===== src/rtl/lin_batch_sequencer_if.sv =====
// ----------------------------------------------------------------------------
// lin_batch_sequencer_if
// Bundles every non-clock signal of the batch sequencer: the batch control
// (start / length / status), the sample-memory read port, the core handshake
// (operand, core reset, begin pulse, ack, result and flags) and the
// result-memory write port.
//   master : the sequencer side
//   slave  : the environment side (memories + linealizador core + host)
// ----------------------------------------------------------------------------
interface lin_batch_sequencer_if #(
  parameter int P = 32,
  parameter int W = 10
);
  // Batch control / status
  logic           start;
  logic [W:0]     n_samples;
  logic           busy;
  logic           done;
  logic [W:0]     err_cnt;
  // Sample memory read port
  logic           rd_en;
  logic [W-1:0]   rd_addr;
  logic [P-1:0]   rd_data;
  // Core handshake
  logic [P-1:0]   t_out;
  logic           rst_core;
  logic           begin_fsm;
  logic           ack_in;
  logic [P-1:0]   result_in;
  logic           o_f_in;
  logic           u_f_in;
  // Result memory write port
  logic           wr_en;
  logic [W-1:0]   wr_addr;
  logic [P+2:0]   wr_data;

  modport master (
    input  start, n_samples, rd_data, ack_in, result_in, o_f_in, u_f_in,
    output busy, done, err_cnt, rd_en, rd_addr, t_out, rst_core, begin_fsm,
           wr_en, wr_addr, wr_data
  );

  modport slave (
    output start, n_samples, rd_data, ack_in, result_in, o_f_in, u_f_in,
    input  busy, done, err_cnt, rd_en, rd_addr, t_out, rst_core, begin_fsm,
           wr_en, wr_addr, wr_data
  );
endinterface


===== src/rtl/lin_batch_sequencer.sv =====
// ----------------------------------------------------------------------------
// lin_batch_sequencer
// Hardware initiator for the linealizador Begin/ACK handshake. For each of N
// samples it reads the operand from sample memory, resets the core, loads the
// operand, pulses BEGIN_FSM and waits for the rising edge of ACK. The result
// and flags ({TO, O_F, U_F, RESULT}) are written to result memory at the
// sample index. A per-sample watchdog turns a missing ACK into a TO=1 entry
// with zero data and bumps the error counter.
// Ports:
//   clk_i  : system clock
//   rst_i  : synchronous active-high reset (aborts a running batch)
//   bus    : lin_batch_sequencer_if.master (control, memories, core handshake)
// ----------------------------------------------------------------------------
module lin_batch_sequencer #(
  parameter int P       = 32,
  parameter int W       = 10,
  parameter int TIMEOUT = 2500
) (
  input  logic                   clk_i,
  input  logic                   rst_i,
  lin_batch_sequencer_if.master  bus
);

  localparam int WDW = (TIMEOUT > 1) ? $clog2(TIMEOUT) : 1;
  localparam logic [WDW-1:0] WDOG_LAST = WDW'(TIMEOUT - 1);

  typedef enum logic [2:0] {
    S_IDLE,
    S_FETCH,
    S_LOAD,
    S_ARM,
    S_PULSE,
    S_WAIT_ACK,
    S_STORE,
    S_FINISH
  } state_t;

  state_t         state_q, state_d;
  logic [W:0]     n_q, n_d;
  logic [W-1:0]   idx_q, idx_d;
  logic [WDW-1:0] wdog_q, wdog_d;
  logic           ack_q, ack_d;
  logic [P+2:0]   cap_q, cap_d;
  logic [P-1:0]   t_q, t_d;
  logic [W:0]     err_q, err_d;

  logic           ack_edge;
  logic           rd_en, rst_core, begin_fsm, wr_en, busy, done;

  // Only a fresh ACK counts; a level left high after capture is ignored
  // because ack_q follows it until the next core reset.
  assign ack_edge = bus.ack_in & ~ack_q;

  always_comb begin
    state_d   = state_q;
    n_d       = n_q;
    idx_d     = idx_q;
    wdog_d    = wdog_q;
    ack_d     = bus.ack_in;
    cap_d     = cap_q;
    t_d       = t_q;
    err_d     = err_q;
    rd_en     = 1'b0;
    rst_core  = 1'b0;
    begin_fsm = 1'b0;
    wr_en     = 1'b0;
    busy      = 1'b1;
    done      = 1'b0;

    case (state_q)
      S_IDLE: begin
        busy = 1'b0;
        if (bus.start) begin
          if (bus.n_samples != '0) begin
            n_d     = bus.n_samples;
            idx_d   = '0;
            err_d   = '0;
            state_d = S_FETCH;
          end else begin
            // Empty batch: just acknowledge with a DONE pulse.
            state_d = S_FINISH;
          end
        end
      end
      S_FETCH: begin
        rd_en   = 1'b1;
        state_d = S_LOAD;
      end
      S_LOAD: begin
        // Memory data arrives one cycle after the read strobe.
        t_d      = bus.rd_data;
        rst_core = 1'b1;
        ack_d    = 1'b0;
        state_d  = S_ARM;
      end
      S_ARM: begin
        state_d = S_PULSE;
      end
      S_PULSE: begin
        begin_fsm = 1'b1;
        wdog_d    = '0;
        state_d   = S_WAIT_ACK;
      end
      S_WAIT_ACK: begin
        // The ACK edge is tested first so it wins over a simultaneous timeout.
        if (ack_edge) begin
          cap_d   = {1'b0, bus.o_f_in, bus.u_f_in, bus.result_in};
          state_d = S_STORE;
        end else if (wdog_q == WDOG_LAST) begin
          cap_d   = {1'b1, {(P+2){1'b0}}};
          err_d   = err_q + 1'b1;
          state_d = S_STORE;
        end else begin
          wdog_d = wdog_q + 1'b1;
        end
      end
      S_STORE: begin
        wr_en = 1'b1;
        // Compare in W+1 bits so a full 2**W batch ends at index 2**W-1
        // without the index ever wrapping to address 0.
        if ({1'b0, idx_q} == n_q - 1'b1) begin
          state_d = S_FINISH;
        end else begin
          idx_d   = idx_q + 1'b1;
          state_d = S_FETCH;
        end
      end
      S_FINISH: begin
        busy    = 1'b0;
        done    = 1'b1;
        state_d = S_IDLE;
      end
      default: begin
        state_d = S_IDLE;
      end
    endcase
  end

  always_ff @(posedge clk_i) begin
    if (rst_i) begin
      state_q <= S_IDLE;
      n_q     <= '0;
      idx_q   <= '0;
      wdog_q  <= '0;
      ack_q   <= 1'b0;
      cap_q   <= '0;
      t_q     <= '0;
      err_q   <= '0;
    end else begin
      state_q <= state_d;
      n_q     <= n_d;
      idx_q   <= idx_d;
      wdog_q  <= wdog_d;
      ack_q   <= ack_d;
      cap_q   <= cap_d;
      t_q     <= t_d;
      err_q   <= err_d;
    end
  end

  // Addresses and write data are gated by their strobes so the buses sit at
  // zero whenever no transfer is in progress.
  assign bus.rd_en     = rd_en;
  assign bus.rd_addr   = rd_en ? idx_q : '0;
  assign bus.t_out     = t_q;
  assign bus.rst_core  = rst_core;
  assign bus.begin_fsm = begin_fsm;
  assign bus.wr_en     = wr_en;
  assign bus.wr_addr   = wr_en ? idx_q : '0;
  assign bus.wr_data   = wr_en ? cap_q : '0;
  assign bus.busy      = busy;
  assign bus.done      = done;
  assign bus.err_cnt   = err_q;

endmodule

===== src/flat_wrapper.sv =====
// flat-port wrapper written by rule: the top's interface ports become plain ports
module lin_batch_sequencer_flat 
#(
  parameter int P       = 32,
  parameter int W       = 10,
  parameter int TIMEOUT = 2500
)
  (clk_i, rst_i, bus_start, bus_n_samples, bus_rd_data, bus_ack_in, bus_result_in, bus_o_f_in, bus_u_f_in, bus_busy, bus_done, bus_err_cnt, bus_rd_en, bus_rd_addr, bus_t_out, bus_rst_core, bus_begin_fsm, bus_wr_en, bus_wr_addr, bus_wr_data);
  lin_batch_sequencer_if #(.P(P), .W(W)) bus_i ();
  input  logic clk_i;
  input  logic rst_i;
  input wire logic [$bits(bus_i.start)-1:0] bus_start;
  input wire logic [$bits(bus_i.n_samples)-1:0] bus_n_samples;
  input wire logic [$bits(bus_i.rd_data)-1:0] bus_rd_data;
  input wire logic [$bits(bus_i.ack_in)-1:0] bus_ack_in;
  input wire logic [$bits(bus_i.result_in)-1:0] bus_result_in;
  input wire logic [$bits(bus_i.o_f_in)-1:0] bus_o_f_in;
  input wire logic [$bits(bus_i.u_f_in)-1:0] bus_u_f_in;
  output wire logic [$bits(bus_i.busy)-1:0] bus_busy;
  output wire logic [$bits(bus_i.done)-1:0] bus_done;
  output wire logic [$bits(bus_i.err_cnt)-1:0] bus_err_cnt;
  output wire logic [$bits(bus_i.rd_en)-1:0] bus_rd_en;
  output wire logic [$bits(bus_i.rd_addr)-1:0] bus_rd_addr;
  output wire logic [$bits(bus_i.t_out)-1:0] bus_t_out;
  output wire logic [$bits(bus_i.rst_core)-1:0] bus_rst_core;
  output wire logic [$bits(bus_i.begin_fsm)-1:0] bus_begin_fsm;
  output wire logic [$bits(bus_i.wr_en)-1:0] bus_wr_en;
  output wire logic [$bits(bus_i.wr_addr)-1:0] bus_wr_addr;
  output wire logic [$bits(bus_i.wr_data)-1:0] bus_wr_data;
  assign bus_i.start = bus_start;
  assign bus_i.n_samples = bus_n_samples;
  assign bus_i.rd_data = bus_rd_data;
  assign bus_i.ack_in = bus_ack_in;
  assign bus_i.result_in = bus_result_in;
  assign bus_i.o_f_in = bus_o_f_in;
  assign bus_i.u_f_in = bus_u_f_in;
  assign bus_busy = bus_i.busy;
  assign bus_done = bus_i.done;
  assign bus_err_cnt = bus_i.err_cnt;
  assign bus_rd_en = bus_i.rd_en;
  assign bus_rd_addr = bus_i.rd_addr;
  assign bus_t_out = bus_i.t_out;
  assign bus_rst_core = bus_i.rst_core;
  assign bus_begin_fsm = bus_i.begin_fsm;
  assign bus_wr_en = bus_i.wr_en;
  assign bus_wr_addr = bus_i.wr_addr;
  assign bus_wr_data = bus_i.wr_data;
  lin_batch_sequencer #(.P(P), .W(W), .TIMEOUT(TIMEOUT)) u_core (.clk_i(clk_i), .rst_i(rst_i), .bus(bus_i));
endmodule

===== config.mk =====
export PLATFORM = sky130hd
export DESIGN_NAME = lin_batch_sequencer_flat
export DESIGN_NICKNAME = d
export VERILOG_FILES = /design/src/rtl/lin_batch_sequencer_if.sv /design/src/rtl/lin_batch_sequencer.sv /design/src/flat_wrapper.sv
export SDC_FILE = /design/constraint.sdc
export NUM_CORES = 1
export LEC_CHECK = 0
export ABC_AREA = 1
export CORE_UTILIZATION = 47
export CTS_BUF_LIST = sky130_fd_sc_hd__clkbuf_16
export DETAILED_ROUTE_END_ITERATION = 6
export HOLD_SLACK_MARGIN = 0.12
export PLACE_DENSITY = 0.81
export SYNTH_ARGS = -nofsm -noshare
export SYNTH_HDL_FRONTEND = slang
export SYNTH_SLANG_ARGS = --single-unit
export TNS_END_PERCENT = 5

===== constraint.sdc =====
create_clock -name clk_i -period 2.1 [get_ports clk_i]
set_clock_uncertainty 0.1 [all_clocks]
set_input_delay 0.63 -clock clk_i [delete_from_list [all_inputs] [get_ports clk_i]]
set_output_delay 0.63 -clock clk_i [all_outputs]
set_load 0.02 [all_outputs]

==> flow_summary.ini <==
[floorplanning]
io_pins = 185
die_h_um = 112
core-area_sq_um = 11700
die_x_um = 112
fp-row-count = 39
die_area_sq_um = 12600
initial_core_util_pct = 49.1

[setup_path]
path_cells = inv_2 -> nor2_4 -> inv_2 -> nor2_4 -> clkinv_4 -> buf_12 -> buf_12 -> nor2_4 -> buf_6
crit_required_ns = 1.37
crit_path_end_kind = primary output
critical_path_peak_fanout = 7
critical_path_class = reg2out
startpoint_type = register
slowest_delay_ns = 0.36
cp_slowest_cell = dfxtp_2
crit_top_cell = nor2_4
r2r_setup_slack_ns = 0.03
critPathTopFamily = buffers and inverters
ff2ff_path_depth = 13
arrival_ns = 1.75
worstReg2RegEnd = u_core.bus.err_cnt[10]
crit_buf_inv = 6
r2r-start = u_core.state_q[1]

[sta]
min_period_ns = 2.48
worstMarginPinSlew_ns = 0.584
slew_headroom_pct = 61.0
drv_slew = 0
fin_ws_ns = -0.381
rsz0062_at_grt = true
max_freq_mhz = 403
period_share_pct = 118
setup_tns_ns = -15.29
setup_viol = 58
timing_hold_violations_final = 0

[pwr]
powerDensity_nw_per_um2 = 877
fin_total_pwr_w = 0.00807
power.leakage_nw = 3.97
peakVddDrop_mv = 0.694

[run]
maxCapViolCount = 0

[cells_and_area]
layout-drive-gt1-share_pct = 22.0
final_cell_area_sq_um = 9210
fillers = 801
diodes = 0
mostFrequentLayoutCells = nand2_1 (192), nor2_1 (122), dfxtp_1 (113)
final_util_pct = 78.9
nets = 1190
layout_commonest_cell = nand2_1
multi_input_area_sq_um = 3270
instances_no_fill = 1260
ff_latch_area_sq_um = 2310
syn_to_final_growth_pct = 60.9

[route]
via_per_inst = 5.06
wirelength_um = 17500
detail-route-antenna-nets = 0
drt_iter0_drc = 391
drtPass1Iterations = 7
num_vias = 6379
wire_per_inst_um = 13.9
drc_errors = 12

[global_route]
antenna_found_initial = 0
grt_pass1_vias = 6153
grt_overflow = 0
grt_pass1_wl_um = 28400
grt_usage_pct = 28.2
grt_max_degree = 47

[clocking]
htree_levels = 4
clkTransAtPathRegs_ns = 0.05
cts_tree = built
cts.sinks = 115
clockBufferDepth = 2
root_buffer = clkbuf_16
cts_buffers = 17
clk_latency_ns = 0.42

[synthesis]
ys_ff_latch = 115
synthCells = 879
syn_area_per_cell_sq_um = 6.51
yosysTopAreaCellShare_pct = 40.2
yosys.area.top_type = dfxtp_1
async_flop_share_pct = 0
yosysSeqAreaShare_pct = 40.2
synth_area_leaders = dfxtp_1 (40%), nand2_1 (13%), nor2_1 (12%)
syn-cell-area_sq_um = 5720
syn-num-nets = 964
ys_warn_count = 0
synth_edf_count = 0
synth_cell_types = 35
ys.flop_type = dfxtp_1

[place]
hpwl_um = 11700
place_congestion = 0.927
numPortBuffers = 184
dp.cells = 1222
post_dp_cell_area_sq_um = 8370

[worst_hold_path]
hold_depth = 2
min_path_type = reg2reg
min_from = u_core.cap_q[6]
min_to = u_core.cap_q[6]

[outcome]
status = finished with violations
violations = design-rule violations, negative setup slack
==> Yosys cell counts (2+ instances only) <==
| master | count |
|---|---|
| nor3_1 | 19 |
| buf_6 | 2 |
| nor2_4 | 3 |
| nand2_1 | 192 |
| o21bai_1 | 2 |
| nand3_1 | 37 |
| o21ai_1 | 2 |
| nand2_2 | 3 |
| nand3_2 | 3 |
| nor2_2 | 8 |
| xnor2_1 | 3 |
| inv_1 | 90 |
| buf_4 | 2 |
| clkinv_1 | 4 |
| a21oi_1 | 76 |
| inv_2 | 11 |
| ha_1 | 4 |
| xor2_1 | 12 |
| nand4_1 | 14 |
| nor2_1 | 180 |
| nor4_1 | 2 |
| dfxtp_1 | 115 |
| o21ai_0 | 49 |
| buf_2 | 10 |
| clkbuf_1 | 23 |
| nor3b_1 | 4 |
==> power breakdown <==
part | internal [W] | total (W) | switching [W] | leakage, nW
Sequential | 0.00244 | 0.00260 | 0.000163 | 0.935
Clock | 0.00195 | 0.00294 | 0.000989 | 0.297
Combinational | 0.00104 | 0.00254 | 0.00150 | 2.74
==> how the worst max path moves through the flow <==
stage | from | to | slack, ns | cells after the start
after detailed placement | u_core.state_q[1] | bus_wr_data[34] | -0.38 | 8
after floorplan | u_core.state_q[1] | bus_wr_data[10] | -0.004 | 8
after CTS | u_core.state_q[1] | bus_wr_data[34] | -0.42 | 9
after global routing | u_core.state_q[1] | bus_wr_addr[1] | -0.47 | 9
final | u_core.state_q[1] | bus_wr_data[31] | -0.38 | 9
after global placement | u_core.state_q[1] | bus_wr_data[34] | -0.32 | 8
==> kinds of logic (layout without fill, tap and decap cells) <==
family	Yosys count	in the layout	share of synthesized area (%)
AO/OA/AOI/OAI	133	133	12.1
XOR/XNOR	15	15	2.30
adder cells (fa/ha/maj)	4	4	0.875
buffers and inverters	142	380	9.93
flip-flops	115	115	40.2
AND/OR/NAND/NOR	470	470	34.5
==> stage by stage <==
stage,setup slack (ns),hold slack [ns]
2_1_floorplan,-0.00449,0.339
3_3_place_gp,-0.315,0.348
3_5_place_dp,-0.376,0.352
4_1_cts,-0.419,0.361
5_1_grt,-0.465,0.380
6_report,-0.381,0.359
==> flip-flops by register name (all words and copies together) (netlist names) <==
register,cells
u_core.cap_q,35
u_core.idx_q,10
u_core.ack_q,1
u_core.n_q,11
u_core.bus.err_cnt,11
u_core.bus.t_out,32
u_core.wdog_q,12
u_core.state_q,3
==> cell type report <==
type                       instances  area share (%)
clock buffer                      17            4.62
clock inverter                    14            1.88
inverter                         105            4.42
multi-input combinational        622            35.6
sequential                       115            25.1
tap                              143            1.94
timing repair buffer             244            26.5
==> worst register-to-register path, cell delays in order, from the launching register on <==
cell	delay (ns)
dfxtp_2	0.34
buf_4	0.14
buf_4	0.13
nor2_1	0.07
inv_1	0.07
nor2_2	0.10
buf_4	0.12
inv_1	0.06
a21oi_1	0.13
o21ai_1	0.11
nor2_4	0.28
buf_4	0.18
nand2_1	0.04
a21oi_1	0.14
==> metal layers <==
layer	up-vias	part of all wire (%)	track usage [%]
met3	53	6.7	7.88
met2	229	49	47.2
met1	2875	40	32.9
met5	-	0	0
li1	3222	-	-
met4	0	3.7	15.0
==> what timing repair did <==
action                                  in CTS  in global routing
gates cloned                                 2                  0
endpoints found under the setup margin      89                107
gates resized for setup                    370                 53
hold buffers                                 0                  0
pin swaps                                    2                  8
buffers inserted                             4                  4
Power figures use the tool's default switching activity.
